### src/rtl/truth_table_scanner_pkg.sv
// Shared definitions for the truth table scanner.
//   state_t    : scan FSM states
//   N_VECTORS  : number of input vectors of a 3-input function
//   IDX_W      : width of the vector index
package truth_table_scanner_pkg;

    localparam int N_VECTORS = 8;
    localparam int IDX_W     = 3;

    typedef enum logic [1:0] {
        IDLE   = 2'd0,
        DRIVE  = 2'd1,
        SAMPLE = 2'd2,
        DONE   = 2'd3
    } state_t;

endpackage

### src/rtl/truth_table_scanner_settle.sv
// settle_timer: down-counter that measures how long a vector has been applied.
//   clk, reset : clock, synchronous active-high reset
//   load       : load load_val (takes priority over count)
//   load_val   : cycles-minus-one to wait
//   count      : decrement while nonzero
//   expire     : counter has reached zero
module settle_timer #(
    parameter int W = 1
) (
    input  logic         clk,
    input  logic         reset,
    input  logic         load,
    input  logic [W-1:0] load_val,
    input  logic         count,
    output logic         expire
);

    logic [W-1:0] cnt;

    always_ff @(posedge clk) begin
        if (reset)
            cnt <= '0;
        else if (load)
            cnt <= load_val;
        else if (count && cnt != '0)
            cnt <= cnt - 1'b1;
    end

    // Derived from the counter register only, so no input-to-output path.
    assign expire = (cnt == '0);

endmodule

### src/rtl/truth_table_scanner.sv
// truth_table_scanner: applies all 8 vectors to a 3-input function, holds each
// for SETTLE cycles, samples f one cycle later and compares the captured table
// against a golden table latched at start.
//   clk, reset    : clock, synchronous active-high reset
//   start         : begin a scan (ignored while busy)
//   expected[7:0] : golden table, bit i = f for vector i
//   a, b, c       : registered stimulus, {a,b,c} = vector index
//   f             : response of the function under test
//   busy, done    : scan in progress / one-cycle end-of-scan pulse
//   pass          : captured table equals latched golden table
//   f_table[7:0]  : captured f values
//   mismatch[7:0] : f_table ^ latched golden table
module truth_table_scanner
    import truth_table_scanner_pkg::*;
#(
    parameter int SETTLE = 1
) (
    input  logic                 clk,
    input  logic                 reset,
    input  logic                 start,
    input  logic [N_VECTORS-1:0] expected,
    output logic                 a,
    output logic                 b,
    output logic                 c,
    input  logic                 f,
    output logic                 busy,
    output logic                 done,
    output logic                 pass,
    output logic [N_VECTORS-1:0] f_table,
    output logic [N_VECTORS-1:0] mismatch
);

    localparam int CNT_W = $clog2(SETTLE + 1);
    localparam logic [CNT_W-1:0] SETTLE_LD = CNT_W'(SETTLE - 1);
    localparam logic [IDX_W-1:0] LAST_IDX  = IDX_W'(N_VECTORS - 1);

    state_t               state;
    logic [IDX_W-1:0]     idx;
    logic [IDX_W-1:0]     vec;
    logic [N_VECTORS-1:0] exp_q;
    logic [N_VECTORS-1:0] tbl_nxt;
    logic                 tmr_load;
    logic                 tmr_count;
    logic                 tmr_expire;

    // Table including the bit being sampled this cycle; lets pass/mismatch be
    // registered on the same edge that enters DONE.
    always_comb begin
        tbl_nxt      = f_table;
        tbl_nxt[idx] = f;
    end

    assign tmr_load  = (state == IDLE && start) || (state == SAMPLE && idx != LAST_IDX);
    assign tmr_count = (state == DRIVE);

    settle_timer #(.W(CNT_W)) u_settle (
        .clk      (clk),
        .reset    (reset),
        .load     (tmr_load),
        .load_val (SETTLE_LD),
        .count    (tmr_count),
        .expire   (tmr_expire)
    );

    always_ff @(posedge clk) begin
        if (reset) begin
            state    <= IDLE;
            idx      <= '0;
            vec      <= '0;
            exp_q    <= '0;
            busy     <= 1'b0;
            done     <= 1'b0;
            pass     <= 1'b0;
            f_table  <= '0;
            mismatch <= '0;
        end else begin
            done <= 1'b0;
            case (state)
                IDLE: begin
                    if (start) begin
                        exp_q    <= expected;
                        f_table  <= '0;
                        pass     <= 1'b0;
                        mismatch <= '0;
                        idx      <= '0;
                        vec      <= '0;
                        busy     <= 1'b1;
                        state    <= DRIVE;
                    end
                end
                DRIVE: begin
                    if (tmr_expire)
                        state <= SAMPLE;
                end
                SAMPLE: begin
                    f_table <= tbl_nxt;
                    if (idx == LAST_IDX) begin
                        pass     <= (tbl_nxt == exp_q);
                        mismatch <= tbl_nxt ^ exp_q;
                        done     <= 1'b1;
                        state    <= DONE;
                    end else begin
                        idx   <= idx + 1'b1;
                        vec   <= idx + 1'b1;
                        state <= DRIVE;
                    end
                end
                DONE: begin
                    busy  <= 1'b0;
                    state <= IDLE;
                end
                default: state <= IDLE;
            endcase
        end
    end

    assign a = vec[2];
    assign b = vec[1];
    assign c = vec[0];

endmodule

### config.mk
export PLATFORM = sky130hd
export DESIGN_NAME = truth_table_scanner
export DESIGN_NICKNAME = d
export VERILOG_FILES = /design/src/rtl/truth_table_scanner_pkg.sv /design/src/rtl/truth_table_scanner_settle.sv /design/src/rtl/truth_table_scanner.sv
export SDC_FILE = /design/constraint.sdc
export NUM_CORES = 1
export LEC_CHECK = 0
export BUFFER_PORTS_ARGS = -buffer_cell sky130_fd_sc_hd__buf_2
export CORE_MARGIN = 3
export CORE_UTILIZATION = 52
export DETAILED_ROUTE_END_ITERATION = 8
export PLACE_DENSITY = 0.78
export REMOVE_ABC_BUFFERS = 1
export SKIP_CTS_REPAIR_TIMING = 1
export SLEW_MARGIN = 20
export SYNTH_ARGS = -nofsm -noshare
export SYNTH_HDL_FRONTEND = slang
export SYNTH_SLANG_ARGS = --single-unit
### constraint.sdc
create_clock -name clk -period 2.5 [get_ports clk]
set_clock_uncertainty 0.2 [all_clocks]
set_input_delay 0.5 -clock clk [delete_from_list [all_inputs] [get_ports clk]]
set_output_delay 0.5 -clock clk [all_outputs]
set_load 0.02 [all_outputs]
# Word-level counts from Yosys, hierarchy flattened
# Cells that the tools add are included.
[word_totals]
regBits = 33
in_bits = 12
output_inout_bits = 22
wordCells = 61
[classes]
n_addsub = 2
n_lt_le_gt_ge = 2
n_eq_ne = 10
mux = 20
n_bitwise = 2
n_reduce_logical = 16
[op_table]
columns = ["cell", "count"]
rows = [
  ["$pmux W8 S2", 2],
  ["$mux W8", 2],
  ["$bwmux W8", 1],
  ["$eq A8 B8 Y1", 1],
  ["$pmux W2 S4", 1],
  ["$reduce_and A2 Y1", 4],
  ["$xor A8 B8 Y8", 1],
  ["$mux W2", 3],
  ["$mux W3", 2],
  ["$ne A2 B2 Y1 const B", 3],
  ["$pmux W3 S2", 1],
  ["$reduce_and A3 Y1", 2],
  ["$mux W1", 5],
  ["$eq A2 B2 Y1 const B", 2],
  ["$logic_and A1 B1 Y1", 4],
  ["$lt A3 B4 Y1 const B", 1],
  ["$pmux W1 S2", 2],
  ["$reduce_bool A2 Y1", 2],
  ["$reduce_or A2 Y1", 2],
  ["$add A3 B1 Y3 const B", 1],
  ["$demux W1 S3", 1],
  ["$eq A3 B3 Y1 const B", 1],
  ["$ge A3 B1 Y1 const B", 1],
  ["$ne A3 B3 Y1 const B", 1],
  ["6 further kinds", 6],
]

# Longest topological paths before layout
# Gate-level depths: netlist of the first run.
[depth]
word_depth = 8
ltp_mapped = 7

# Hierarchy
# From an unflattened synthesis of the first run, not the netlist that was laid out.
[unflattened]
cells_unflattened = 167
area_unflattened_um2 = 1498.9
[by_module_without_submodules]
columns = ["mod", "instances", "cells_each", "area_each_um2"]
rows = [
  ["truth_table_scanner", 1, 163, 1451.4],
  ["settle_timer", 1, 4, 47.5],
]

# Worst setup path after synthesis of the first run
# OpenSTA, ideal clock, no wires.
[synth_path]
kind = "reg2reg"
start = "reg vec[0] (netlist name)"
end = "reg pass"
setup_ps = 60
t_arrival_ps = 1701
required_ps = 2240
path_slack_ps = 539
stages_incl_launch_ff = 8
period_less_slack_ps = 1961
path_cell_list = "dfxtp_1 buf_2 nor3b_1 mux2i_1 xnor2_1 nor4_1 nand4_1 nand2_1"
[synth_lines]
columns = ["element", "line", "rtl"]
rows = [
  ["end signal, assigned", "truth_table_scanner.sv:98", "pass <= (tbl_nxt == exp_q);"],
  ["end, declared", "truth_table_scanner.sv:28", "output logic pass,"],
]

==> metrics.md, run 1 <==
| Metric | Value |
|---|---|
| Status | finished, final reports clean |
| Wire length of the first global-routing pass | 5360 um |
| Length of the first detailed-routing pass in iterations | 4 |
| Die area | 0.00340 mm^2 |
| Net switching share of the total power | 23.6% |
| Buffer type at the clock tree root | sky130_fd_sc_hd__clkbuf_4 |
| Kind of end point of the critical path | register |
| Synth unique cells | 26 |
| Nets | around 210 |
| Fin. Hold Viols | 0 |
| Syn_area_per_cell | ~8.6 um^2 |
| Slew HR | a little under three fifths |
| Count of flip-flops with a built-in enable after synthesis | 0 |
| Worst setup path class | reg2reg |
| RSZ-0062 raised after global routing | false |
| Via count of the first global-routing pass | 1,172 |
| Clock Pin Slew Worst Setup and Hold Paths | 100 ps |
| Flip-flop and latch count after synthesis | 33 |
| Vias | ~1,300 |
| Crit path required time | 2580 ps |
| Post-layout total power | 0.00107 W |
| Total CTS buffers | 5 |
| Cell area after synthesis | 0.00142 mm^2 |
| Row count | 18 |
| Proportion of power drawn by the clock network | 38.7% |
| Ports placed on the boundary | 34 |
| CTS max path bufs | 2 |
| Area added between synthesis and finish | 18.6% |
| Worst endpoint data arrival time | 2200 ps |
| Total number of yosys warnings | 0 |
| Half-perimeter wire length after placement | 2320 um |
| Gp weighted congestion | 0.856 |
| Worst hold-check path type | in2reg |
| Number of maximum-capacitance violations | 0 |
| Yosys top cell by area | sky130_fd_sc_hd__dfxtp_1 |
| Latest clock arrival within the worst-skew pair | 320 ps |
| Layout cell share with drive strength beyond 1 | 20.6% |
| Startpoint of the tightest hold check path | expected[2] |
| Most used standard cell by instance count after synthesis | sky130_fd_sc_hd__dfxtp_1 |
| Aggregate negative setup slack | 0 ps |
| Initial core utilization | 55.9% |
| Number of sinks handled by clock tree synthesis | 33 |
| Horizontal die dimension | slightly below 60 um |
| Nature of the critical path startpoint | register |
| Number of slew-limit violations in the final report | 0 |
| Actual slew at the worst max-slew pin | 647 ps |
| Total global-route track usage | 20.6% |
| Post-synth top cells | 33 x sky130_fd_sc_hd__dfxtp_1, 24 x sky130_fd_sc_hd__nor2_1, 22 x sky130_fd_sc_hd__nand2_1, 12 x sky130_fd_sc_hd__a21oi_1, 12 x sky130_fd_sc_hd__a22oi_1 |
| Number of H-tree levels | 2 |
| Final period utilization | a little over four fifths |
| Most common flop cell mapped by yosys | sky130_fd_sc_hd__dfxtp_1 |
| Switching component of the power | 0.000252 W |
| Crit-path max FO | 12 |
| Count of antenna-violating nets left after detailed routing | 0 |
| Register-to-register setup slack | 380 ps |
| Cells traversed along the worst timing path | ha_1 -> ha_1 -> and2_1 -> nor3_1 -> a22o_1 |
| Fraction of registers with async set or reset after synthesis | 0% |
| Core Area | 0.00254 mm^2 |
| Worst reg2reg path startpoint | vec[0] |
| Sequential share of power | 51.7% |
| DRC | 0 |
| Largest net degree at the start of global routing | 29 |
| Highest ir drop seen on vdd | 0.533 mV |
| Internal power component | 0.000816 W |
| Synthesized instance count | 165 |
| Post-route minimum period | 2120 ps |
| Antenna diode count | 0 |
| P per Cell Area | 633 mW/mm^2 |
| Cells taking the most area after synthesis | sky130_fd_sc_hd__dfxtp_1 46%, sky130_fd_sc_hd__a22oi_1 6.3%, sky130_fd_sc_hd__nor2_1 6.3% |
| Crit-path max cell delay | 550 ps |
| Port buffer count | 33 |
| Routed via count divided by cell count | ~5.6 |
| Combinational Power Share | 9.6% |
| Most prevalent standard cell on the critical path | sky130_fd_sc_hd__ha_1 |
| Initial antenna violation count | 0 |
| Synth top area share | roughly 46% |
| Total gr overflow | 0 |
| Cell type of the slowest stage on the worst timing path | sky130_fd_sc_hd__nor3_1 |
| Routed wirelength normalized by instance count | between 10 and 15 um |
| Die Ht | 58.3 um |
| Final setup fails | 0 |
| Wire length after detailed routing | roughly 3200 um |
| Maximum frequency from static timing analysis | around 0.47 GHz |
| Sequential area share after synthesis | 46.4% |
| Leakage dissipation | 0.732 nW |
| Clock tree from TritonCTS | done |
| CP startpoint | vec[0] |
| Drt first-iter violations | 62 |
-- registers in the layout, indices dropped and copies added, names as in the netlist --
name / flops
exp_q: 8
f_table: 8
mismatch: 8
vec: 3
state: 2
busy: 1
done: 1
pass: 1
u_settle.cnt: 1
-- cells in the final DEF, fill, tap and decap left out, types with 3 or more instances in the layout --
cell                       count
sky130_fd_sc_hd__dfxtp_1      33
sky130_fd_sc_hd__and2_1        3
sky130_fd_sc_hd__mux2i_1       8
sky130_fd_sc_hd__nor2_1       24
sky130_fd_sc_hd__nor3b_1       3
sky130_fd_sc_hd__nor3_1        4
sky130_fd_sc_hd__a21oi_1      12
sky130_fd_sc_hd__a22o_1        5
sky130_fd_sc_hd__and3b_1       3
sky130_fd_sc_hd__a22oi_1      12
sky130_fd_sc_hd__nand2_1      22
sky130_fd_sc_hd__o21ai_0       9
sky130_fd_sc_hd__clkbuf_4      5
sky130_fd_sc_hd__buf_2        33
sky130_fd_sc_hd__xnor2_1       7
-- final timing paths --
kind            endpoint  depth (start not counted)
max          mismatch[0]                          5
max reg2reg  mismatch[0]                          5
min             exp_q[2]                          3
min reg2reg         pass                          2
-- power by group through the flow --
stage	sequential [W]	combinational, W	clock [W]
3_3_place_gp	0.000562	0.0000994	0
3_5_place_dp	0.000564	0.000102	0
6_report	0.000551	0.000103	0.000413
2_1_floorplan	0.000565	0.0000602	0
5_1_grt	0.000554	0.000115	0.000445
4_1_cts	0.000552	0.000103	0.000421
-- cell families after synthesis --
kind of cell	Yosys count	synth area share (%)
adders and majority gates	2	1.76
muxes	8	5.63
AOI/OAI and AO/OA	39	17.2
buffers and inverters	9	2.46
xor gates and xnor gates	8	4.93
DFF	33	46.4
and+or+nand+nor	66	21.5
-- through the flow --
| step | setup WS [ps] | instance area [um^2] | hold WS, ps | util (%) | instances |
|---|---|---|---|---|---|
| after floorplan | 574 | 1390 | 242 | - | 157 |
| after global placement | 450 | 1600 | 230 | 62.9 | 221 |
| after detailed placement | 336 | 1600 | 236 | 62.9 | 221 |
| after CTS | 350 | 1690 | 194 | 66.3 | 229 |
| after global routing | 215 | 1690 | 200 | 66.3 | 229 |
| final | 376 | 1690 | 200 | 66.3 | 229 |
-- final cells by class --
| cell class | instances | area [um^2] |
|---|---|---|
| sequential | 33 | 661 |
| clock buffer | 7 | 55.1 |
| tap | 30 | 37.5 |
| clock inverter | 1 | 30.0 |
| multi-input combinational | 123 | 727 |
| inverter | 1 | 3.75 |
| timing repair buffer | 34 | 173 |
| fill | 223 | 858 |
-- routing by layer --
| metal | wire length [um] | track usage (%) | share of wire (%) | vias to the layer above |
|---|---|---|---|---|
| met5 | 0 | 0 | 0 | - |
| met4 | 55 | 9.60 | 1.7 | 0 |
| met3 | 290 | 4.82 | 8.9 | 7 |
| met2 | 1400 | 29.7 | 43 | 51 |
| met1 | 1500 | 29.0 | 46 | 577 |
| li1 | - | - | - | 644 |
-- critical path, delay by kind of cell, from the launching register on --
family	cells	cell delay [ps]
simple gates	2	750
compound gates	1	240
fa+ha+maj	2	470
flops	1	420
Power figures use the tool's default switching activity.
==> inputs of run 2 (changes only) <==
--- a/config.mk
+++ b/config.mk
@@ -5,9 +5,10 @@
 export SDC_FILE = /design/constraint.sdc
 export NUM_CORES = 1
 export LEC_CHECK = 0
+export ABC_AREA = 1
 export BUFFER_PORTS_ARGS = -buffer_cell sky130_fd_sc_hd__buf_2
 export CORE_MARGIN = 3
-export CORE_UTILIZATION = 52
+export CORE_UTILIZATION = 53
 export DETAILED_ROUTE_END_ITERATION = 8
 export PLACE_DENSITY = 0.78
 export REMOVE_ABC_BUFFERS = 1
==> constraint.sdc (replaced) <==
create_clock -name clk -period 2.1 [get_ports clk]
set_clock_uncertainty 0.2 [all_clocks]
set_input_delay 0.42 -clock clk [delete_from_list [all_inputs] [get_ports clk]]
set_output_delay 0.42 -clock clk [all_outputs]
set_load 0.02 [all_outputs]
==> run 2 against run 1 <==
Core utilization about the same. Fmax increased by 20%. Combinational power increased by 50%. Power increased by 15%. Worst setup slack got worse by 39 ps. Critical endpoint is now mismatch[5]. Largest cell class unchanged.
==> metrics.md, run 2 <==
| Metric | Value |
|---|---|
| Status | finished, final reports clean |
| Latest clock arrival within the worst-skew pair | approximately 340 ps |
| Setup WS post-layout | roughly 340 ps |
| Initial antenna violation count | 0 |
| Total global-route track usage | between 20% and 30% |
| Crit-path max FO | 9 |
| Most common flop cell mapped by yosys | sky130_fd_sc_hd__dfxtp_1 |
| Half-perimeter wire length after placement | 2700 um |
| Kind of end point of the critical path | register |
| Stages on the worst setup path | 10 |
| Fraction of registers with async set or reset after synthesis | 0% |
| Total number of yosys warnings | 0 |
| Syn_area_per_cell | a little over 7 um^2 |
| Vias | 1,595 |
| Slew HR | 65.7% |
| Final setup fails | 0 |
| Cells traversed along the worst timing path | ha_1 -> ha_1 -> inv_1 -> nor2_4 -> inv_2 -> nand2_1 -> inv_2 -> nand2_1 -> inv_2 -> a22o_1 |
| Highest ir drop seen on vdd | slightly below 0.5 mV |
| Via count of the first global-routing pass | 1,424 |
| DRC | 0 |
| Total CTS buffers | 5 |
| Yosys top cell by area | sky130_fd_sc_hd__dfxtp_1 |
| Horizontal die dimension | a little over 60 um |
| Ports placed on the boundary | 34 |
| Length of the first detailed-routing pass in iterations | 5 |
| Routed wirelength normalized by instance count | 12.8 um |
| Cell area after synthesis | ~0.0016 mm^2 |
| Area added between synthesis and finish | 15.6% |
| Drt first-iter violations | 86 |
| Cells taking the most area after synthesis | sky130_fd_sc_hd__dfxtp_1 40%, sky130_fd_sc_hd__nand2_1 13%, sky130_fd_sc_hd__nand3_1 9.5% |
| Post-synth top cells | 58 x sky130_fd_sc_hd__nand2_1, 33 x sky130_fd_sc_hd__dfxtp_1, 31 x sky130_fd_sc_hd__nand3_1, 21 x sky130_fd_sc_hd__a21oi_1, 21 x sky130_fd_sc_hd__inv_1 |
| Sequential area share after synthesis | 40.4% |
| Flip-flop and latch count after synthesis | 33 |
| Buffering stage count on the worst path with inverters included | 4 |
| Number of sinks handled by clock tree synthesis | 33 |
| CP startpoint | vec[0] |
| Nets | around 280 |
| Worst hold-check path type | in2reg |
| Crit path required time | between 2000 and 2500 ps |
| Top flop regs | exp_q: 8 flops, f_table: 8 flops, mismatch: 8 flops |
| CTS max path bufs | 2 |
| Capture point of the worst path | mismatch[5] |
| Final hold slack | ~150 ps |
| R2R cell count | 10 |
| Die area | 0.00379 mm^2 |
| Number of maximum-capacitance violations | 0 |
| Gp weighted congestion | 0.835 |
| Largest net degree at the start of global routing | 19 |
| Layout cell share with drive strength beyond 1 | approximately a quarter |
| Port buffer count | 33 |
| Clock tree from TritonCTS | done |
| Maximum frequency from static timing analysis | 0.567 GHz |
| Nature of the critical path startpoint | register |
| P per Cell Area | between 600 and 700 mW/mm^2 |
| Post-route minimum period | 1760 ps |
| Worst reg2reg endpoint | mismatch[5] |
| Count of antenna-violating nets left after detailed routing | 0 |
| Wire length after detailed routing | 3840 um |
| Antenna diode count | 0 |
| Filler instances | approximately 260 |
| Total gr overflow | 0 |
| Buffer type at the clock tree root | sky130_fd_sc_hd__clkbuf_4 |
| Most common cell after layout, fill and taps aside | sky130_fd_sc_hd__nand2_1 |
| Wire length of the first global-routing pass | 6230 um |
| Row count | 19 |
| Number of slew-limit violations in the final report | 0 |
| Worst setup path class | reg2reg |
| Area of placed instances | 0.00182 mm^2 |
| Cell type of the slowest stage on the worst timing path | sky130_fd_sc_hd__dfxtp_1 |
| Most used standard cell by instance count after synthesis | sky130_fd_sc_hd__nand2_1 |
| Routed via count divided by cell count | 5.32 |
| Number of H-tree levels | 2 |
| Area occupied by registers | between 600 and 700 um^2 |
| Actual slew at the worst max-slew pin | 514 ps |
| Worst endpoint data arrival time | 1810 ps |
| Register-to-register setup slack | 340 ps |
| Final period utilization | 84.0% |
| Count of flip-flops with a built-in enable after synthesis | 0 |
| Post-place setup slack | 357 ps |
| Largest delay contributor family on the critical path | flip-flops |
| Core Area | 0.00285 mm^2 |
| Fin. Hold Viols | 0 |
| Worst reg2reg path startpoint | vec[0] |
| Initial core utilization | 57.4% |
| Post-layout total power | 0.00123 W |
| Most frequent cells in the layout | 58 x sky130_fd_sc_hd__nand2_1, 33 x sky130_fd_sc_hd__dfxtp_1, 33 x sky130_fd_sc_hd__buf_2 |
| Die Ht | 61.6 um |
| Synth top area share | between 40 and 50% |
| Most prevalent standard cell on the critical path | sky130_fd_sc_hd__inv_2 |
| Leakage dissipation | about 0.89 nW |
| Synthesized instance count | roughly 230 |
| Multi-input combinational cell area | 798 um^2 |
| Clock Pin Slew Worst Setup and Hold Paths | 110 ps |
| Final instance area | 0.00189 mm^2 |
| RSZ-0062 raised after global routing | false |
| Crit-path max cell delay | 350 ps |
| Synth unique cells | 24 |
-- run 2: area by class of cell --
cell class | count | area share, %
Clock buffer | 7 | 3.44
Clock inverter | 1 | 0.265
Inverter | 31 | 6.42
Multi-Input combinational cell | 159 | 42.2
Sequential cell | 33 | 34.9
Tap cell | 31 | 2.05
Timing Repair Buffer | 38 | 10.7
-- run 2: logic make-up after synthesis --
group	synth area share (%)
compound gates	13.5
fa+ha+maj	1.53
buf+inv	10.9
flops	40.4
simple gates	33.8
-- run 2: where the power goes --
group / total (W) / internal [W] / switching, W
Sequential: 0.000657 / 0.000646 / 0.0000107
Combinational: 0.000155 / 0.0000490 / 0.000106
Clock: 0.000420 / 0.000194 / 0.000226
-- run 2: layer usage --
| layer | track usage (%) | up-vias | wire, um |
|---|---|---|---|
| met5 | 0 | - | 0 |
| met4 | 8.79 | 0 | 46 |
| met3 | 6.29 | 7 | 194 |
| met2 | 35.7 | 38 | 1810 |
| met1 | 29.0 | 710 | 1780 |
| li1 | - | 840 | - |
-- run 2: tightest hold or removal path, stage by stage --
cell	delay [ps]
sky130_fd_sc_hd__buf_2	70
sky130_fd_sc_hd__o21ai_0	70
sky130_fd_sc_hd__a21oi_1	100
-- run 2: worst min path at each step --
stage	end	cells past startpoint	startpoint	slack [ps]
finish	exp_q[3]	3	expected[3]	150
CTS	exp_q[2]	3	expected[2]	150
floorplan	u_settle.cnt	2	u_settle.cnt	240
global placement	pass	2	pass	240
global route	exp_q[3]	3	expected[3]	160
detailed placement	pass	2	pass	240
-- run 2: per-stage QoR --
stage	instances	utilization, %	TNS [ps]
final	300	66.3	0
after floorplan	223	-	-34.7
after global routing	300	66.3	0
after detailed placement	292	63.9	0
after global placement	292	63.9	0
after CTS	300	66.3	0
